===== src/rtl/aes_mix_columns_iter.sv =====
// Iterative AES MixColumns over a 128-bit state, COLS_PER_CYCLE columns per RUN cycle.
// Define AES_INV_MIX_COLUMNS_EN to compile in InvMixColumns, selected per block by IN_INV.
module aes_mix_columns_iter #(
    parameter int COLS_PER_CYCLE = 1
) (
    input  logic         clk,
    input  logic         RST,
    input  logic         IN_VALID,
    output logic         IN_READY,
    input  logic [127:0] IN_DATA,
    input  logic         IN_INV,
    output logic         OUT_VALID,
    input  logic         OUT_READY,
    output logic [127:0] MIXED_DATA,
    output logic         BUSY,
    output logic [1:0]   dbg_state
);

    // Handshake: a transfer happens on a rising edge where VALID & READY are both high;
    // a producer holds VALID and its data until that edge, and READY never depends on VALID.

    if (COLS_PER_CYCLE != 1 && COLS_PER_CYCLE != 2 && COLS_PER_CYCLE != 4) begin : g_bad_cols
        $error("aes_mix_columns_iter: COLS_PER_CYCLE must be 1, 2 or 4");
    end

    typedef enum logic [1:0] {
        IDLE = 2'd0,
        RUN  = 2'd1,
        DONE = 2'd2
    } state_t;

    localparam logic [1:0] CNT_STEP = 2'(COLS_PER_CYCLE);
    localparam logic [1:0] LAST_CNT = 2'(4 - COLS_PER_CYCLE);

    state_t       state_q, state_d;
    logic [127:0] work_q, work_d;
    logic [1:0]   cnt_q, cnt_d;
    logic         out_valid_q, out_valid_d;
    logic         busy_q, busy_d;
    logic [31:0]  col_in, col_out;
    logic         accept;

`ifdef AES_INV_MIX_COLUMNS_EN
    logic         inv_q, inv_d;
`else
    logic         unused_in_inv;
    assign unused_in_inv = IN_INV;
`endif

    function automatic logic [7:0] xtime(input logic [7:0] a);
        return {a[6:0], 1'b0} ^ (a[7] ? 8'h1B : 8'h00);
    endfunction

    function automatic logic [31:0] mix_fwd(input logic [31:0] col);
        logic [7:0]  a [4];
        logic [31:0] res;
        res = '0;
        for (int r = 0; r < 4; r++) a[r] = col[31 - 8*r -: 8];
        for (int r = 0; r < 4; r++) begin
            res[31 - 8*r -: 8] = xtime(a[r]) ^ xtime(a[(r+1)%4]) ^ a[(r+1)%4]
                               ^ a[(r+2)%4] ^ a[(r+3)%4];
        end
        return res;
    endfunction

`ifdef AES_INV_MIX_COLUMNS_EN
    // 0E/0B/0D/09 are built from the x2, x4, x8 multiples of each byte.
    function automatic logic [31:0] mix_inv(input logic [31:0] col);
        logic [7:0]  a [4];
        logic [7:0]  x2 [4];
        logic [7:0]  x4 [4];
        logic [7:0]  x8 [4];
        logic [31:0] res;
        res = '0;
        for (int r = 0; r < 4; r++) begin
            a[r]  = col[31 - 8*r -: 8];
            x2[r] = xtime(a[r]);
            x4[r] = xtime(x2[r]);
            x8[r] = xtime(x4[r]);
        end
        for (int r = 0; r < 4; r++) begin
            res[31 - 8*r -: 8] = (x8[r] ^ x4[r] ^ x2[r])
                               ^ (x8[(r+1)%4] ^ x2[(r+1)%4] ^ a[(r+1)%4])
                               ^ (x8[(r+2)%4] ^ x4[(r+2)%4] ^ a[(r+2)%4])
                               ^ (x8[(r+3)%4] ^ a[(r+3)%4]);
        end
        return res;
    endfunction
`endif

    assign IN_READY = ~RST & ((state_q == IDLE) | ((state_q == DONE) & OUT_READY));
    assign accept   = IN_VALID & IN_READY;

    always_comb begin
        state_d = state_q;
        work_d  = work_q;
        cnt_d   = cnt_q;
        col_in  = '0;
        col_out = '0;
`ifdef AES_INV_MIX_COLUMNS_EN
        inv_d   = inv_q;
`endif
        case (state_q)
            RUN: begin
                // One shared transform unit per group slot; the counter picks the columns.
                for (int j = 0; j < COLS_PER_CYCLE; j++) begin
                    col_in = work_q[127 - 32*(int'(cnt_q) + j) -: 32];
`ifdef AES_INV_MIX_COLUMNS_EN
                    col_out = inv_q ? mix_inv(col_in) : mix_fwd(col_in);
`else
                    col_out = mix_fwd(col_in);
`endif
                    work_d[127 - 32*(int'(cnt_q) + j) -: 32] = col_out;
                end
                cnt_d = cnt_q + CNT_STEP;
                if (cnt_q == LAST_CNT) begin
                    state_d = DONE;
                    cnt_d   = '0;
                end
            end
            DONE: begin
                if (OUT_READY) state_d = IDLE;
            end
            default: ;
        endcase
        if (accept) begin
            state_d = RUN;
            work_d  = IN_DATA;
            cnt_d   = '0;
`ifdef AES_INV_MIX_COLUMNS_EN
            inv_d   = IN_INV;
`endif
        end
    end

    assign out_valid_d = (state_d == DONE);
    assign busy_d      = (state_d != IDLE);

    always_ff @(posedge clk) begin
        if (RST) begin
            state_q     <= IDLE;
            work_q      <= '0;
            cnt_q       <= '0;
            out_valid_q <= 1'b0;
            busy_q      <= 1'b0;
`ifdef AES_INV_MIX_COLUMNS_EN
            inv_q       <= 1'b0;
`endif
        end else begin
            state_q     <= state_d;
            work_q      <= work_d;
            cnt_q       <= cnt_d;
            out_valid_q <= out_valid_d;
            busy_q      <= busy_d;
`ifdef AES_INV_MIX_COLUMNS_EN
            inv_q       <= inv_d;
`endif
        end
    end

    assign OUT_VALID  = out_valid_q;
    assign BUSY       = busy_q;
    assign MIXED_DATA = work_q;
    assign dbg_state  = state_q;

endmodule


===== config.mk =====
export PLATFORM = sky130hd
export DESIGN_NAME = aes_mix_columns_iter
export DESIGN_NICKNAME = d
export VERILOG_FILES = /design/src/rtl/aes_mix_columns_iter.sv
export SDC_FILE = /design/constraint.sdc
export NUM_CORES = 1
export LEC_CHECK = 0
export CORE_ASPECT_RATIO = 1.25
export CORE_MARGIN = 5
export CORE_UTILIZATION = 35
export DETAILED_ROUTE_END_ITERATION = 10
export PLACE_DENSITY_LB_ADDON = 0.05
export SLEW_MARGIN = 20
export SYNTH_ARGS = -nofsm -noshare
export SYNTH_HDL_FRONTEND = slang
export SYNTH_SLANG_ARGS = --single-unit

===== constraint.sdc =====
create_clock -name clk -period 2.2 [get_ports clk]
set_input_delay 0.22 -clock clk [delete_from_list [all_inputs] [get_ports clk]]
set_output_delay 0.22 -clock clk [all_outputs]
set_load 0.05 [all_outputs]

==> summary.txt, run 1 <==
Status: complete, but fails checks
Failing checks: setup timing
Routed wire per std cell: 23.1 um
Max IR drop VDD: 0.701 mV
DIE AREA: 24400 um2
Num CTS Buffers: 17
Layout cells sized above 1: 24.8%
Inst Count DP: 1324
Fillcell total: 1740
Chip width: 141 um
Largest net degree at the start of global routing: 118
Synth warnings: 0
Root Buffer: clkbuf_16
Post-synthesis cell count: 782
HP Class: in -> reg
Crit path max-delay cell type: mux4_2
Syn_area_per_cell: 9.54 um2
CTS tree: built
Post-route setup slack: -0.206 ns
Area growth syn-to-layout: 71.4%
Clock Skew: 0.0130 ns
Hold path startpoint: RST
Crit end category: flop
IO Count: 266
Critical Path Start: cnt_q[1]
Mapped Area: 7460 um2
F_max: 416 MHz
Slew HR: 61.0%
Residual DRC: 0
Synth Flop Type: dfxtp_1
Worst r2r src: cnt_q[1]
P_leak: 0.00507 uW
Via density: 5.52
First drt pass iteration count: 5
Final period utilization: 109%
WS Path Type: reg -> reg
Sequential area share after synthesis: 35.9%
Antenna violations before repair: 0
WL final: 32200 um
Cell taking the most area after synthesis: dfxtp_1
Min Hold Slack: 0.139 ns
# rows: 59
Largest fanout on the critical path: 5
Vias in the first global route: 7806
Die Y: 173 um
Gr usage total: 24.9%
Synth Register Bits: 134
Final min period: 2.41 ns
Commonest cells after routing, fill and taps aside: 262 x clkdlybuf4s50_1, 130 x dfxtp_1, 130 x a21oi_1, 128 x and3_1, 125 x o22ai_1
Type of origin of the critical path: flop
Final Non-Filler Cells: 1396
Power per cell area: 950 nW/um2
Core Box Area: 20900 um2
Final setup fails: 124
CP cell instances: buf_12, buf_12, buf_6, mux4_2, xor2_4, xnor2_2, xor2_1, buf_4, o22ai_2
Clock-pin slew on the worst setup and hold paths: 0.06 ns
DP HPWL: 22500 um
Nets: 1249
CP most frequent cell: buf_12
Synthesized Nets: 922
Final antenna-violating net count: 0
Asr flop ratio synth: 0%
1st-iter DRT viols: 524
Grt total ovfl: 0
Number of flops mapped to enable cells by yosys: 0
WP data arrival: 2.70 ns
Synth cell types: 30
Slew @ Worst Pin: 0.585 ns
Crit path largest cell delay: 0.63 ns
Fin. max-slew vios: 0
# port buffers: 264
Most common cell after layout, fill and taps aside: clkdlybuf4s50_1
Ant diodes: 0
RSZ-0062 raised after global routing: yes
Ranking of synthesized cells by area: dfxtp_1 36%, and3_1 11%, o22ai_1 11%
Clk buf depth: 2
DR vias: 7702
Final Hold Viols: 0
Initial Util: 35.7%
Routability cong.: 0.849
Crit path required time: 2.49 ns
First-pass GRT wire length: 47400 um
Post-synth top area share: 35.9%
Clk sinks: 134
H-tree depth: 4
Max-Cap Viols: 0
Worst skew pair latency: 0.43 ns
==> synth_stat cells, types with 5 or more instances <==
cell,count
a21oi_1,130
and3_1,128
buf_2,5
clkbuf_1,70
dfxtp_1,134
ha_1,7
inv_1,6
mux4_2,31
nand2_1,5
nor2_1,5
o22ai_1,128
xnor2_1,71
xnor2_2,11
xnor2_4,5
xor2_1,16
xor2_2,5
==> cells by family after synthesis <==
logic type / after synthesis / synth area share [%]
flops: 134 / 35.9
buf+inv: 87 / 5.01
mux: 34 / 9.98
simple gates: 148 / 12.1
compound gates: 263 / 19.9
fa+ha+maj: 7 / 1.17
xor+xnor: 109 / 15.9
==> final cells by class <==
| cell class | instances | area, um2 | area share, % |
|---|---|---|---|
| flip-flops and latches | 134 | 2690 | 21.1 |
| well taps | 274 | 343 | 2.68 |
| multi-input cells | 561 | 5170 | 40.4 |
| inverters | 6 | 22.5 | 0.176 |
| clock inverters | 12 | 188 | 1.47 |
| clock buffers | 20 | 457 | 3.57 |
| repair buffers | 389 | 3920 | 30.6 |
==> routing by layer <==
layer	global-route usage, %	vias up	share of wire (%)
met3	5.35	33	6.3
met1	31.8	3739	41
met4	6.50	0	1.6
met5	0	-	0
li1	-	3588	-
met2	42.7	342	51
==> metrics by stage <==
stage          instance area (um2)  power, uW  utilization, %  TNS (ns)  setup slack (ns)
2_1_floorplan                 7460       5670               -         0           0.00970
3_3_place_gp                 10900       7710            52.3    -31.70            -0.355
3_5_place_dp                 10900       7690            52.3    -35.52            -0.387
4_1_cts                      12300      11600            59.0    -11.66            -0.177
5_1_grt                      12800      12600            61.2    -21.73            -0.271
6_report                     12800      12100            61.2    -12.42            -0.206
==> power by group <==
part / internal (uW) / switching, uW / leakage [uW] / total [uW]
sequential: 2620 / 173 / 0.00110 / 2790
combinational: 2990 / 3220 / 0.00367 / 6210
clock: 1980 / 1170 / 0.000309 / 3150
==> worst paths after layout <==
kind	endpoint	slack, ns	cells past startpoint
max	MIXED_DATA[10]	-0.21	9
min	MIXED_DATA[96]	0.14	2
max reg2reg	MIXED_DATA[10]	-0.21	9
min reg2reg	dbg_state[0]	0.57	2
==> registers in the layout, summed over array words and instances (netlist names) <==
register / cells
cnt_q: 2
MIXED_DATA: 128
dbg_state: 2
BUSY: 1
OUT_VALID: 1
==> critical path, delay by kind of cell, from the launching register on <==
kind	cells	cell delay, ns
compound gates	1	0.08
xor+xnor	3	0.67
buf+inv	4	0.52
flops	1	0.36
mux	1	0.63
==> timing repair <==
item	in CTS	in global routing
endpoints found under the setup margin	128	128
hold buffers	0	0
gates cloned	1	0
pin swaps	66	65
resized for setup	76	40
buffers inserted	21	21
No activity file was read; power rests on OpenSTA's default activity.
==> inputs of run 2 (changes only) <==
Settings changed: ABC_AREA from default to 1.
==> run 2 against run 1 <==
Compared with the run above: the flow now finishes without violations; largest power group unchanged; synthesized area up 35%; via count up 72%; utilization down 7.5 points; critical path type unchanged; critical path depth up 7; combinational power down 28%.
==> summary.txt, run 2 <==
Status: finished clean (was complete, but fails checks)
DIE AREA: 32300 um2 (was 24400 um2)
Final antenna-violating net count: 0 (unchanged)
Xor-xnor portion of the synthesized cell area: 0.906% (was 15.9%)
Slew HR: 53.2% (was 61.0%)
Min Hold Slack: 0.104 ns (was 0.139 ns)
Max-Cap Viols: 0 (unchanged)
Cell taking the most area after synthesis: nand2_1 (was dfxtp_1)
RSZ-0062 raised after global routing: yes (unchanged)
1st-iter DRT viols: 1009 (was 524)
F_max: 464 MHz (was 416 MHz)
Synth cell types: 25 (was 30)
Asr flop ratio synth: 0% (unchanged)
DR vias: 13200 (was 7702)
Residual DRC: 0 (unchanged)
Clk buf depth: 2 (unchanged)
Max FFs per register: 128 (unchanged)
Ant diodes: 0 (unchanged)
Crit path largest cell delay: 0.44 ns (was 0.63 ns)
Sequential area share after synthesis: 26.6% (was 35.9%)
Crit end category: flop (unchanged)
First-pass GRT wire length: 73700 um (was 47400 um)
Mapped Area: 10100 um2 (was 7460 um2)
WS Path Type: reg -> reg (unchanged)
H-tree depth: 4 (unchanged)
Post-Synth Simple-Gate Area: 51.7% (was 12.1%)
Vias in the first global route: 12500 (was 7806)
Final Total Pwr: 10200 uW (was 12100 uW)
CTS tree: built (unchanged)
Die Y: 200 um (was 173 um)
Chip width: 162 um (was 141 um)
Crit path required time: 2.50 ns (was 2.49 ns)
Slew @ Worst Pin: 0.703 ns (was 0.585 ns)
Gr usage total: 29.9% (was 24.9%)
# rows: 69 (was 59)
Final Hold Viols: 0 (unchanged)
Setup tns final: 0 ns (was -12.42 ns)
First drt pass iteration count: 5 (unchanged)
Most frequent cell after synthesis: nand2_1 (was dfxtp_1)
IO Count: 266 (unchanged)
Post-synthesis compound-gate area fraction: 7.67% (was 19.9%)
Post-synth top area share: 30.9% (was 35.9%)
Post-synthesis cell count: 1820 (was 782)
Routability cong.: 0.965 (was 0.849)
Commonest cells after routing, fill and taps aside: 765 x nand2_1, 284 x nand3_1, 261 x clkdlybuf4s50_1, 169 x inv_1, 130 x dfxtp_1 (was 262 x clkdlybuf4s50_1, 130 x dfxtp_1, 130 x a21oi_1, 128 x and3_1, 125 x o22ai_1)
Final period utilization: 98.0% (was 109%)
WP data arrival: 2.45 ns (was 2.70 ns)
HP Class: in -> reg (unchanged)
CP cell instances: inv_8, buf_12, buf_4, nand2_1, nand3_1, nand2_4, inv_1, nand2_1, nand2_1, nand2_2, nand2_1, nand2_1, nand2_1, buf_4, nand3_1, a21oi_2 (was buf_12, buf_12, buf_6, mux4_2, xor2_4, xnor2_2, xor2_1, buf_4, o22ai_2)
Power per cell area: 666 nW/um2 (was 950 nW/um2)
Syn_area_per_cell: 5.54 um2 (was 9.54 um2)
Antenna violations before repair: 1 (was 0)
CP most frequent cell: nand2_1 (was buf_12)
Clk sinks: 134 (unchanged)
Initial Util: 35.5% (was 35.7%)
Layout cells sized above 1: 15.4% (was 24.8%)
Nets: 2297 (was 1249)
DP HPWL: 38800 um (was 22500 um)
Number of flops mapped to enable cells by yosys: 0 (unchanged)
WL final: 51100 um (was 32200 um)
Type of origin of the critical path: flop (unchanged)
Synthesized Nets: 1960 (was 922)
Root Buffer: clkbuf_16 (unchanged)
# port buffers: 264 (unchanged)
Fin. max-slew vios: 0 (unchanged)
Largest net degree at the start of global routing: 134 (was 118)
P_leak: 0.00701 uW (was 0.00507 uW)
Synth Flop Type: dfxtp_1 (unchanged)
Final setup fails: 0 (was 124)
Grt total ovfl: 0 (unchanged)
Core Box Area: 28400 um2 (was 20900 um2)
Num CTS Buffers: 17 (unchanged)
Synth warnings: 0 (unchanged)
Final core utilization: 53.7% (was 61.2%)
Largest family of logic cells by synthesized area: simple AND/OR/NAND/NOR gates (was compound AO/OA/AOI/OAI gates)
Clock Skew: 0.0125 ns (was 0.0130 ns)
Final min period: 2.16 ns (was 2.41 ns)
Post-route design area: 15300 um2 (was 12800 um2)
Max IR drop VDD: 0.381 mV (was 0.701 mV)
Post-Synth Adder-Cell Area: 0.869% (was 1.17%)
Synth Register Bits: 134 (unchanged)
Clock-pin slew on the worst setup and hold paths: 0.07 ns (was 0.06 ns)
Area growth syn-to-layout: 51.3% (was 71.4%)
Worst skew pair latency: 0.44 ns (was 0.43 ns)
Portion of netlist area occupied by mux cells: 0% (was 9.98%)
Largest fanout on the critical path: 9 (was 5)
Most common cell after layout, fill and taps aside: nand2_1 (was clkdlybuf4s50_1)
Ranking of synthesized cells by area: nand2_1 31%, dfxtp_1 27%, nand3_1 15% (was dfxtp_1 36%, and3_1 11%, o22ai_1 11%)
Crit path max-delay cell type: dfxtp_4 (was mux4_2)
Routed wire per std cell: 20.2 um (was 23.1 um)
Post-placement cell area: 14100 um2 (was 10900 um2)
Via density: 5.24 (was 5.52)
Most instantiated cells after synthesis: 829 x nand2_1, 307 x nand3_1, 176 x inv_1 (was 134 x dfxtp_1, 130 x a21oi_1, 128 x and3_1, 128 x o22ai_1, 71 x xnor2_1)
[run 2: changes by cell type in the layout (fill, tap and decap cells not counted), moves of 51 or more]
cell	previous run	this run
nand2_1	5	765
nand3_1	0	284
inv_1	6	169
and3_1	128	0
o22ai_1	125	0
nand2_2	0	65
nand4_1	2	53
[run 2: layout make-up]
type | count | area (um2)
sequential | 134 | 2690
clock buffer | 21 | 460
inverter | 186 | 713
timing repair buffer | 422 | 4230
fill | 2972 | 13100
tap | 355 | 444
clock inverter | 11 | 126
multi-input combinational | 1396 | 6600
[run 2: path summary, 6_finish.rpt]
kind                   start               to  cells past startpoint  slack (ns)
max                 cnt_q[0]   MIXED_DATA[51]                     16        0.04
max reg2reg         cnt_q[0]   MIXED_DATA[51]                     16        0.04
min                      RST     dbg_state[1]                      4        0.10
min reg2reg  MIXED_DATA[125]  MIXED_DATA[125]                      4        0.58
[run 2: report_power, final]
part / total [uW] / internal, uW / switching, uW
clock network: 2970 / 1730 / 1230
registers: 2710 / 2570 / 140
logic: 4480 / 1670 / 2810
[run 2: critical path, delay by kind of cell, from the launching register on]
family	cells	cell delay, ns
AOI/OAI and AO/OA	1	0.05
and+or+nand+nor	10	0.86
buffers and inverters	5	0.64
DFF	1	0.44
[run 2: per-layer routing]
metal / up-vias / GRT usage (%) / wire [um] / share of wire (%)
li1: 6480 / - / - / -
met3: 105 / 5.16 / 2980 / 5.8
met2: 455 / 50.9 / 24500 / 48
met5: - / 0 / 13 / 0.025
met4: 2 / 16.2 / 2970 / 5.8
met1: 6179 / 36.3 / 20600 / 40
[run 2: kinds of logic (layout without fill, tap and decap cells)]
family,count (synthesis),after routing
simple gates,1227,1228
xor+xnor,7,7
flops,134,134
fa+ha+maj,7,7
compound gates,154,154
buf+inv,291,640
[run 2: timing repair]
action,4_1_cts,5_1_grt
gates cloned,0,5
hold buffers,0,0
setup endpoints to repair,46,123
setup buffers,0,8
pin swaps,0,8
resized for setup,16,115
[run 2: through the flow]
step	setup WS, ns	std cells
CTS	0.00465	2512
global route	-0.0709	2525
global placement	-0.0847	2480
detailed placement	-0.109	2480
floorplan	0.0165	1820
finish	0.0435	2525
